**src/rtl/uart_tx_periph_pkg.sv**
```systemverilog
// Shared definitions for the memory-mapped UART transmitter: register map,
// STATUS layout, TX FSM states and the divisor clamp.
package uart_tx_periph_pkg;

    localparam logic [1:0] REG_TXDATA  = 2'd0;
    localparam logic [1:0] REG_STATUS  = 2'd1;
    localparam logic [1:0] REG_BAUDDIV = 2'd2;

    localparam int STAT_FULL  = 0;
    localparam int STAT_EMPTY = 1;
    localparam int STAT_BUSY  = 2;
    localparam int STAT_OVF   = 3;

    localparam logic [15:0] MIN_DIV = 16'd2;

    typedef enum logic [1:0] {
        ST_IDLE  = 2'd0,
        ST_START = 2'd1,
        ST_DATA  = 2'd2,
        ST_STOP  = 2'd3
    } tx_state_e;

    // Field order matches the STATUS bit positions above (ovf is bit 3).
    typedef struct packed {
        logic ovf;
        logic busy;
        logic empty;
        logic full;
    } status_t;

    function automatic logic [15:0] effective_div(input logic [15:0] div);
        return (div < MIN_DIV) ? MIN_DIV : div;
    endfunction

endpackage

```
**src/rtl/uart_tx_periph_sync_fifo.sv**
```systemverilog
// Single-clock FIFO with a combinational head output. A push into a full
// FIFO is accepted only when a pop happens in the same cycle.
module sync_fifo #(
    parameter int WIDTH = 8,
    parameter int DEPTH = 8
) (
    input  logic                     sys_clk,
    input  logic                     sys_resetn,
    input  logic                     push,
    input  logic                     pop,
    input  logic [WIDTH-1:0]         din,
    output logic [WIDTH-1:0]         dout,
    output logic                     full,
    output logic                     empty,
    output logic [$clog2(DEPTH):0]   count
);

    localparam int AW = $clog2(DEPTH);
    localparam logic [AW:0]   CNT_FULL = (AW+1)'(DEPTH);
    localparam logic [AW:0]   CNT_ONE  = (AW+1)'(1);
    localparam logic [AW-1:0] PTR_ONE  = AW'(1);

    logic [WIDTH-1:0] mem [DEPTH];
    logic [AW-1:0]    wr_ptr;
    logic [AW-1:0]    rd_ptr;
    logic             push_ok;
    logic             pop_ok;

    assign full    = (count == CNT_FULL);
    assign empty   = (count == '0);
    assign push_ok = push && (!full || pop);
    assign pop_ok  = pop && !empty;
    assign dout    = mem[rd_ptr];

    // NOTE: the storage array is deliberately not reset; the count gates every
    // read, so stale contents are never observed and the RAM stays reset-free.
    always_ff @(posedge sys_clk) begin
        if (push_ok) begin
            mem[wr_ptr] <= din;
        end
    end

    // NOTE: sequential state uses non-blocking assignments so every register
    // samples pre-edge values, independent of statement order.
    always_ff @(posedge sys_clk or negedge sys_resetn) begin
        if (!sys_resetn) begin
            wr_ptr <= '0;
            rd_ptr <= '0;
            count  <= '0;
        end else begin
            if (push_ok) begin
                wr_ptr <= wr_ptr + PTR_ONE;
            end
            if (pop_ok) begin
                rd_ptr <= rd_ptr + PTR_ONE;
            end
            case ({push_ok, pop_ok})
                2'b10:   count <= count + CNT_ONE;
                2'b01:   count <= count - CNT_ONE;
                default: count <= count;
            endcase
        end
    end

endmodule

```
**src/rtl/uart_tx_periph.sv**
```systemverilog
// UART transmitter peripheral: register file on the decoded system bus, a TX
// FIFO, and an 8N1 serialiser that runs frames back-to-back while data waits.
module uart_tx_periph #(
    parameter int DEFAULT_DIV = 434,
    parameter int FIFO_DEPTH  = 8
) (
    input  logic        sys_clk,
    input  logic        sys_resetn,
    input  logic        bus_read,
    input  logic        bus_write,
    input  logic [1:0]  bus_addr,
    input  logic [31:0] bus_wdata,
    input  logic [3:0]  bus_wstrb,
    output logic [31:0] bus_rdata,
    output logic        uart_tx,
    output logic        tx_irq
);

    import uart_tx_periph_pkg::*;

    localparam int CW = $clog2(FIFO_DEPTH);
    localparam logic [15:0] DIV_RESET = 16'(DEFAULT_DIV);
    localparam logic [CW:0] CNT_FULL  = (CW+1)'(FIFO_DEPTH);

    logic [15:0] div_q;
    logic        ovf_q;
    logic [31:0] rdata_q;
    logic [31:0] rd_word;
    status_t     status;

    logic        wr_txdata;
    logic        wr_status;
    logic        wr_bauddiv;

    logic        fifo_pop;
    logic [7:0]  fifo_dout;
    logic        fifo_full;
    logic        fifo_empty;
    logic [CW:0] fifo_count;

    tx_state_e   state_q, state_d;
    logic [7:0]  shift_q, shift_d;
    logic [2:0]  bit_q, bit_d;
    logic [15:0] cnt_q, cnt_d;
    logic [15:0] fdiv_q, fdiv_d;
    logic        tx_q, tx_d;
    logic        irq_q;
    logic        load_frame;
    logic [15:0] next_div;

    logic        unused_bits;
    assign unused_bits = &{1'b0, bus_wdata[31:16], bus_wstrb[3:2]};

    assign wr_txdata  = bus_write && (bus_addr == REG_TXDATA) && bus_wstrb[0];
    assign wr_status  = bus_write && (bus_addr == REG_STATUS) && bus_wstrb[0];
    assign wr_bauddiv = bus_write && (bus_addr == REG_BAUDDIV);

    sync_fifo #(
        .WIDTH (8),
        .DEPTH (FIFO_DEPTH)
    ) u_fifo (
        .sys_clk    (sys_clk),
        .sys_resetn (sys_resetn),
        .push       (wr_txdata),
        .pop        (fifo_pop),
        .din        (bus_wdata[7:0]),
        .dout       (fifo_dout),
        .full       (fifo_full),
        .empty      (fifo_empty),
        .count      (fifo_count)
    );

    assign status.ovf   = ovf_q;
    assign status.busy  = (state_q != ST_IDLE);
    assign status.empty = (fifo_count == '0);
    assign status.full  = (fifo_count == CNT_FULL);

    // ------------------------------------------------------------------
    // Register file
    // ------------------------------------------------------------------
    always_comb begin
        rd_word = '0;
        case (bus_addr)
            REG_STATUS:  rd_word = {28'd0, status};
            REG_BAUDDIV: rd_word = {16'd0, div_q};
            default:     rd_word = '0;
        endcase
    end

    // A same-cycle read and write returns the pre-write value because rd_word
    // is built from the current register contents.
    always_ff @(posedge sys_clk or negedge sys_resetn) begin
        if (!sys_resetn) begin
            rdata_q <= '0;
            div_q   <= DIV_RESET;
            ovf_q   <= 1'b0;
        end else begin
            if (bus_read) begin
                rdata_q <= rd_word;
            end
            if (wr_bauddiv && bus_wstrb[0]) begin
                div_q[7:0] <= bus_wdata[7:0];
            end
            if (wr_bauddiv && bus_wstrb[1]) begin
                div_q[15:8] <= bus_wdata[15:8];
            end
            if (wr_txdata && fifo_full && !fifo_pop) begin
                ovf_q <= 1'b1;
            end else if (wr_status && bus_wdata[STAT_OVF]) begin
                ovf_q <= 1'b0;
            end
        end
    end

    assign bus_rdata = rdata_q;

    // ------------------------------------------------------------------
    // TX FSM
    // ------------------------------------------------------------------
    assign next_div = effective_div(div_q);

    // NOTE: every combinational output gets a default before the case so no
    // path leaves it unassigned, which would otherwise infer a latch.
    always_comb begin
        state_d    = state_q;
        shift_d    = shift_q;
        bit_d      = bit_q;
        cnt_d      = cnt_q;
        fdiv_d     = fdiv_q;
        fifo_pop   = 1'b0;
        load_frame = 1'b0;

        case (state_q)
            ST_IDLE: begin
                if (!fifo_empty) begin
                    load_frame = 1'b1;
                end
            end
            ST_START: begin
                if (cnt_q == '0) begin
                    cnt_d   = fdiv_q - 16'd1;
                    bit_d   = 3'd0;
                    state_d = ST_DATA;
                end else begin
                    cnt_d = cnt_q - 16'd1;
                end
            end
            ST_DATA: begin
                if (cnt_q == '0) begin
                    cnt_d   = fdiv_q - 16'd1;
                    shift_d = {1'b0, shift_q[7:1]};
                    if (bit_q == 3'd7) begin
                        state_d = ST_STOP;
                    end else begin
                        bit_d = bit_q + 3'd1;
                    end
                end else begin
                    cnt_d = cnt_q - 16'd1;
                end
            end
            ST_STOP: begin
                if (cnt_q == '0) begin
                    if (!fifo_empty) begin
                        load_frame = 1'b1;
                    end else begin
                        state_d = ST_IDLE;
                    end
                end else begin
                    cnt_d = cnt_q - 16'd1;
                end
            end
            default: state_d = ST_IDLE;
        endcase

        // Divisor is sampled only here, so a mid-frame BAUDDIV write waits
        // for the next frame.
        if (load_frame) begin
            fifo_pop = 1'b1;
            shift_d  = fifo_dout;
            fdiv_d   = next_div;
            cnt_d    = next_div - 16'd1;
            state_d  = ST_START;
        end

        case (state_d)
            ST_START: tx_d = 1'b0;
            ST_DATA:  tx_d = shift_d[0];
            default:  tx_d = 1'b1;
        endcase
    end

    always_ff @(posedge sys_clk or negedge sys_resetn) begin
        if (!sys_resetn) begin
            state_q <= ST_IDLE;
            shift_q <= '0;
            bit_q   <= '0;
            cnt_q   <= '0;
            fdiv_q  <= MIN_DIV;
            tx_q    <= 1'b1;
            irq_q   <= 1'b1;
        end else begin
            state_q <= state_d;
            shift_q <= shift_d;
            bit_q   <= bit_d;
            cnt_q   <= cnt_d;
            fdiv_q  <= fdiv_d;
            tx_q    <= tx_d;
            irq_q   <= fifo_empty && (state_q == ST_IDLE);
        end
    end

    assign uart_tx = tx_q;
    assign tx_irq  = irq_q;

endmodule

```
**config.mk**
```make
export PLATFORM = sky130hd
export DESIGN_NAME = uart_tx_periph
export DESIGN_NICKNAME = d
export VERILOG_FILES = /design/src/rtl/uart_tx_periph_pkg.sv /design/src/rtl/uart_tx_periph_sync_fifo.sv /design/src/rtl/uart_tx_periph.sv
export SDC_FILE = /design/constraint.sdc
export NUM_CORES = 1
export LEC_CHECK = 0
export CAP_MARGIN = 20
export CELL_PAD_IN_SITES_DETAIL_PLACEMENT = 1
export CELL_PAD_IN_SITES_GLOBAL_PLACEMENT = 1
export CORE_ASPECT_RATIO = 2
export CORE_UTILIZATION = 49
export CTS_CLUSTER_DIAMETER = 60
export CTS_CLUSTER_SIZE = 12
export DETAILED_ROUTE_END_ITERATION = 12
export PLACE_DENSITY_LB_ADDON = 0.1
export SLEW_MARGIN = 15
export SYNTH_ARGS = -nofsm -noshare
export SYNTH_HDL_FRONTEND = slang
export SYNTH_SLANG_ARGS = --single-unit
```
**constraint.sdc**
```tcl
create_clock -name sys_clk -period 4.8 [get_ports sys_clk]
set_input_delay 0.72 -clock sys_clk [delete_from_list [all_inputs] [get_ports sys_clk]]
set_output_delay 0.72 -clock sys_clk [all_outputs]
set_load 0.05 [all_outputs]
```
==> impl_metrics.toml, run 1 <==
[critical_path]
cp-end-kind = "register"
cp-start-kind = "register"
path_buf_inv = 2
crit_slowest_cell = "or3_4"
critical-path-top-delay-family = "simple AND/OR/NAND/NOR gates"
max_stage_delay_ns = 0.68
path_class = "reg -> reg"
crit_chain = "nor4_1 > and4_1 > a21oi_1 > or3_4 > inv_2 > buf_4 > ha_1 > a21oi_1 > xor2_1 > nor2_1 > xor2_1"
crit_required_ns = 5.14
critPathMaxFanout = 57
worst_ep_arrival_time_ns = 4.15

[clock_tree]
cts-htree-levels = 4
cts_tree = "done"
hold_buffers = 0
cts_setup_buffers = 0
cts_buffer_depth = 2
numCtsBuffers = 17
insertion_delay_ns = 0.43
clock-sinks = 154
cts_resized = 0
cts_root_buffer = "clkbuf_16"
path_clk_slew_ns = 0.07

[sta]
drv_slew = 0
skew_ns = 0.0197
relSlewSlack_pct = 33.9
finalHoldViolations = 0
rsz0062_at_grt = "false"
finalCriticalPeriod_ns = 3.81
period_share_pct = 79.4
setup_viol = 0
finalSetupTns_ns = 0
max_freq_ghz = 0.262
worst_slew_pin_slew_ns = 0.989

[floorplan]
dieWidth_um = 90.5
die-area_um2 = 16200
initial_core_util_pct = 50.2
core_area_um2 = 15300
row_count = 64
ios = 76
die_h_um = 179

[synth]
synth_async_sr_flop_share_pct = 58.4
yosys_most_used_dff = "dfrtp_1"
syn_inst = 680
yosysMostFrequentCell = "nand2_1"
synthTopCellsByCount = "87 x nand2_1, 82 x dfrtp_1, 64 x edfxtp_1"
synth-seq-cells = 154
synth_warnings = 0
synth_edf_count = 64
synth_cell_types = 61
synth_area_leaders = "dfrtp_1 27%, edfxtp_1 25%, mux4_2 4.7%"
synth_top_area_share_pct = 26.7
avgSynthCellArea_um2 = 11.3
synth_seq_area_share_pct = 54.5
netlist_area_um2 = 7670
synth_area_leader_cell = "dfrtp_1"

[power_and_ir_drop]
power_density_nw_per_um2 = 576
peakVddDrop_v = 0.000394
leakage_nw = 3.38

[job]
drv_cap = 0

[route]
vias = 5487
drtIter0Drc = 244
post-route-drc-count = 0
viasPerCell = 5.91
final_antenna_net_count = 0
wire_per_inst_um = 22.1
dr.pass1.iters = 4
routed_wirelength_mm = 20.5

[global_route]
grt_pass1_wl_mm = 32.8
overflow = 0
grt_antenna_before_repair = 0
grt_max_degree = 58
grt_pass1_vias = 6125
grtUsageMet3_pct = 4.37
met1_usage_pct = 26.3
grtUsageTotal_pct = 27.1
grt.busiest_layer = "met2"
met2_usage_pct = 53.6

[finish]
fin_cells = 929
n_antenna_cell = 0
area_growth_pct = 14.7
layout.nets = 779
drive_gt1_share_pct = 13.7

[run_status]
status = "completed"

[min_path]
hp-class = "in -> async"

[placement]
portBuffers = 41
place.gp.congestion = 0.850
dp_hpwl_mm = 14.5
dp.cells = 896
power by group:
part	switching, mW	internal, mW
Clock	0.599	0.799
Sequential	0.449	1.66
Combinational	0.876	0.686
flip-flops by register name, indices dropped and copies added, names as in the netlist, 2 cells and up:
| register | count |
|---|---|
| u_fifo.rd_ptr | 3 |
| fdiv_q | 16 |
| shift_q | 8 |
| bus_rdata | 16 |
| u_fifo.wr_ptr | 3 |
| cnt_q | 16 |
| u_fifo.count | 4 |
| div_q | 16 |
| bit_q | 3 |
| state_q | 2 |
| u_fifo.mem | 64 |
area by class of cell:
| class | count | area (um2) |
|---|---|---|
| sequential | 154 | 4190 |
| inverter | 33 | 124 |
| timing repair buffer | 52 | 490 |
| clock inverter | 13 | 138 |
| clock buffer | 19 | 475 |
| fill | 1604 | 6490 |
| tap | 198 | 248 |
| multi-input combinational | 460 | 3140 |
final timing paths:
check | startpoint | to | slack [ns] | depth (start not counted)
max reg2reg | cnt_q[6] | u_fifo.count[2] | 0.99 | 11
min in group sys_clk | ovf_q | ovf_q | 0.49 | 2
min reg2reg | ovf_q | ovf_q | 0.49 | 2
max | cnt_q[6] | u_fifo.count[2] | 0.99 | 11
max in group asynchronous | sys_resetn | div_q[8] | 3.46 | 2
min | sys_resetn | bit_q[1] | 0.36 | 1
cells in the final DEF, fill, tap and decap left out, types with 3 or more instances in the layout:
cell | netlist | layout
a21oi_1 | 20 | 20
o2bb2ai_1 | 4 | 4
clkdlybuf4s50_1 | 0 | 40
mux2_2 | 18 | 18
inv_1 | 32 | 32
nor2_1 | 32 | 32
clkbuf_16 | 0 | 19
nor4_1 | 9 | 9
inv_6 | 0 | 5
o21ai_0 | 31 | 31
inv_8 | 0 | 4
mux2i_1 | 5 | 5
o221ai_1 | 6 | 6
o21a_1 | 5 | 5
nand2_1 | 87 | 87
o22ai_1 | 8 | 8
or3_1 | 5 | 5
a31oi_1 | 8 | 8
xor2_1 | 17 | 17
a22oi_1 | 13 | 13
buf_4 | 18 | 12
o21ai_1 | 10 | 10
dfstp_2 | 8 | 8
ha_1 | 19 | 19
nand4b_1 | 3 | 3
xnor2_1 | 16 | 16
a211oi_1 | 10 | 10
or4_1 | 5 | 5
nand3_1 | 22 | 22
dfrtp_1 | 82 | 81
nand4_1 | 4 | 4
nand2b_1 | 6 | 6
nor2b_1 | 8 | 8
conb_1 | 1 | 16
or4_4 | 4 | 4
nor3b_1 | 6 | 6
nor3_1 | 21 | 21
edfxtp_1 | 64 | 64
mux4_2 | 16 | 16
metrics by stage:
step | util, % | power (mW) | area (um2) | hold WS, ns | worst slack, ns
after global placement | 53.5 | 3.58 | 8180 | 0.476 | 1.06
after floorplan | - | 3.22 | 7730 | 0.424 | 1.66
after CTS | 57.5 | 5.11 | 8790 | 0.370 | 0.916
after global routing | 57.6 | 5.36 | 8800 | 0.399 | 0.735
after detailed placement | 53.5 | 3.67 | 8180 | 0.481 | 0.960
final | 57.6 | 5.07 | 8800 | 0.359 | 0.990
cells by family after synthesis:
family / after synthesis / share of synthesized area [%]
xor gates and xnor gates: 33 / 3.77
other: 1 / 0.0489
muxes: 39 / 7.99
adders and majority gates: 19 / 3.10
buffers and inverters: 81 / 5.27
DFF: 154 / 54.5
and+or+nand+nor: 225 / 14.7
AOI/OAI and AO/OA: 128 / 10.6
layer usage:
metal / vias to the layer above / wire, um / share of wire (%)
li1: 2514 / - / -
met1: 2815 / 6970 / 34
met2: 105 / 12100 / 59
met3: 53 / 538 / 2.6
met4: 0 / 863 / 4.2
met5: - / 0 / 0
Power figures use the tool's default switching activity.
==> run 2, diff against run 1 <==
CORE_UTILIZATION = 41   (was 49)
clock period = 3.3 ns   (was 4.8 ns; I/O delays follow)
==> run 2 against run 1 <==
Setup slack worse by 0.63 ns. Largest cell class unchanged. Flip-flop and latch count did not move. Design area grew 2.2%. Via count fell by 0.89%. Largest power group unchanged. Critical endpoint unchanged. Critical path depth is 3 higher. Combinational power grew 55%. Clock skew down 0.0081 ns.
==> impl_metrics.toml, run 2 (synthesis gave the netlist of run 1 again) <==
[finish]
fin_cells = 970
area_growth_pct = 17.2
largest-register = "u_fifo.mem"
mostFrequentLayoutCell = "nand2_1"
layout.nets = 802
final_cell_mix = "87 x nand2_1, 82 x dfrtp_1, 64 x edfxtp_1"
final_cell_area_um2 = 8990
largest_reg_flops = 64
n_antenna_cell = 0
drive_gt1_share_pct = 15.5

[route]
vias = 5438
wire_per_inst_um = 20.8
viasPerCell = 5.61
routed_wirelength_mm = 20.2
post-route-drc-count = 0
drtIter0Drc = 99
final_antenna_net_count = 0
dr.pass1.iters = 4

[sta]
finalHoldViolations = 0
period_share_pct = 89.1
skew_ns = 0.0116
rsz0062_at_grt = "false"
setup_viol = 0
hold_slack_ns = 0.138
finalSetupTns_ns = 0
max_freq_ghz = 0.340
finalCriticalPeriod_ns = 2.94
relSlewSlack_pct = 33.8
drv_slew = 0
worst_slew_pin_slew_ns = 0.990

[floorplan]
core_area_um2 = 18300
initial_core_util_pct = 41.9
die_h_um = 195
dieWidth_um = 98.7
row_count = 70
ios = 76
die-area_um2 = 19300

[placement]
portBuffers = 41
dpl_cell_area_um2 = 8380
dp_hpwl_mm = 15.4
dp.cells = 937
place.gp.congestion = 0.865

[clock_tree]
cts_resized = 0
path_clk_slew_ns = 0.06
hold_buffers = 0
cts_buffer_depth = 2
cts-htree-levels = 4
clock-sinks = 154
numCtsBuffers = 17
cts_tree = "done"
insertion_delay_ns = 0.42
cts_root_buffer = "clkbuf_16"
cts_setup_buffers = 0

[min_path]
hp-class = "in -> async"

[global_route]
grt_max_degree = 60
grt_pass1_wl_mm = 32.6
grt_antenna_before_repair = 0
grt_pass1_vias = 6032
overflow = 0
grtUsageTotal_pct = 22.6

[critical_path]
r2r_cells = 14
crit_slowest_cell = "dfrtp_1"
crit_required_ns = 3.60
crit_chain = "inv_1 > ha_1 > nor4b_2 > and4_1 > a21oi_1 > or3_4 > inv_2 > ha_1 > xor2_1 > ha_1 > a21oi_1 > xor2_1 > nor2_1 > xor2_1"
path_class = "reg -> reg"
cp-end-kind = "register"
regToRegSetupSlack_ns = 0.36
critPathMaxFanout = 5
max_stage_delay_ns = 0.42
rr_endpoint = "u_fifo.count[2]"
cp-start-kind = "register"
worst_ep_arrival_time_ns = 3.23
r2r-start = "cnt_q[1]"

[power_and_ir_drop]
p_total_mw = 7.41
peakVddDrop_v = 0.000483
leakage_nw = 3.48
power_density_nw_per_um2 = 824

[run_status]
status = "completed"

[job]
drv_cap = 0
[run 2: metrics by stage]
step / utilization [%] / setup WS [ns]
after detailed placement: 45.8 / 0.269
after global placement: 45.8 / 0.361
final: 49.1 / 0.360
after global routing: 49.1 / 0.0796
after floorplan: - / 0.164
after CTS: 49.1 / 0.309
[run 2: report_power, final]
| group | switching [mW] | internal, mW | total (mW) |
|---|---|---|---|
| logic | 1.35 | 1.06 | 2.42 |
| clock network | 0.755 | 1.26 | 2.02 |
| registers | 0.557 | 2.42 | 2.98 |
| total | 2.67 | 4.75 | 7.41 |
[run 2: metal layers]
layer	track usage, %	vias to the layer above	part of all wire, %
li1	-	2559	-
met1	22.6	2751	35
met2	44.1	82	59
met3	3.19	46	1.7
met4	11.3	0	3.8
met5	0	-	0
[run 2: layout make-up]
cell class                      instances  area (um2)
Inverter                               33         124
Clock inverter                         12         173
Clock buffer                           20         437
Sequential cell                       154        4180
Timing Repair Buffer                   75         663
Fill cell                            1959        9310
Multi-Input combinational cell        460        3140
Tap cell                              216         270
[run 2: critical path, delay by kind of cell (launching register included)]
kind | cells | cell delay (ns)
AOI/OAI and AO/OA | 2 | 0.29
buffers and inverters | 2 | 0.17
and+or+nand+nor | 4 | 1.04
adders and majority gates | 3 | 0.51
xor gates and xnor gates | 3 | 0.38
DFF | 1 | 0.42
[run 2: worst max path at each step]
stage	startpoint	endpoint	slack [ns]	cells past startpoint
5_1_grt	cnt_q[1]	u_fifo.count[2]	0.08	14
3_3_place_gp	bus_addr[0]	u_fifo.count[2]	0.36	14
2_1_floorplan	cnt_q[0]	u_fifo.count[2]	0.16	17
6_report	cnt_q[1]	u_fifo.count[2]	0.36	14
3_5_place_dp	bus_addr[0]	u_fifo.count[2]	0.27	14
4_1_cts	cnt_q[1]	u_fifo.count[2]	0.31	14
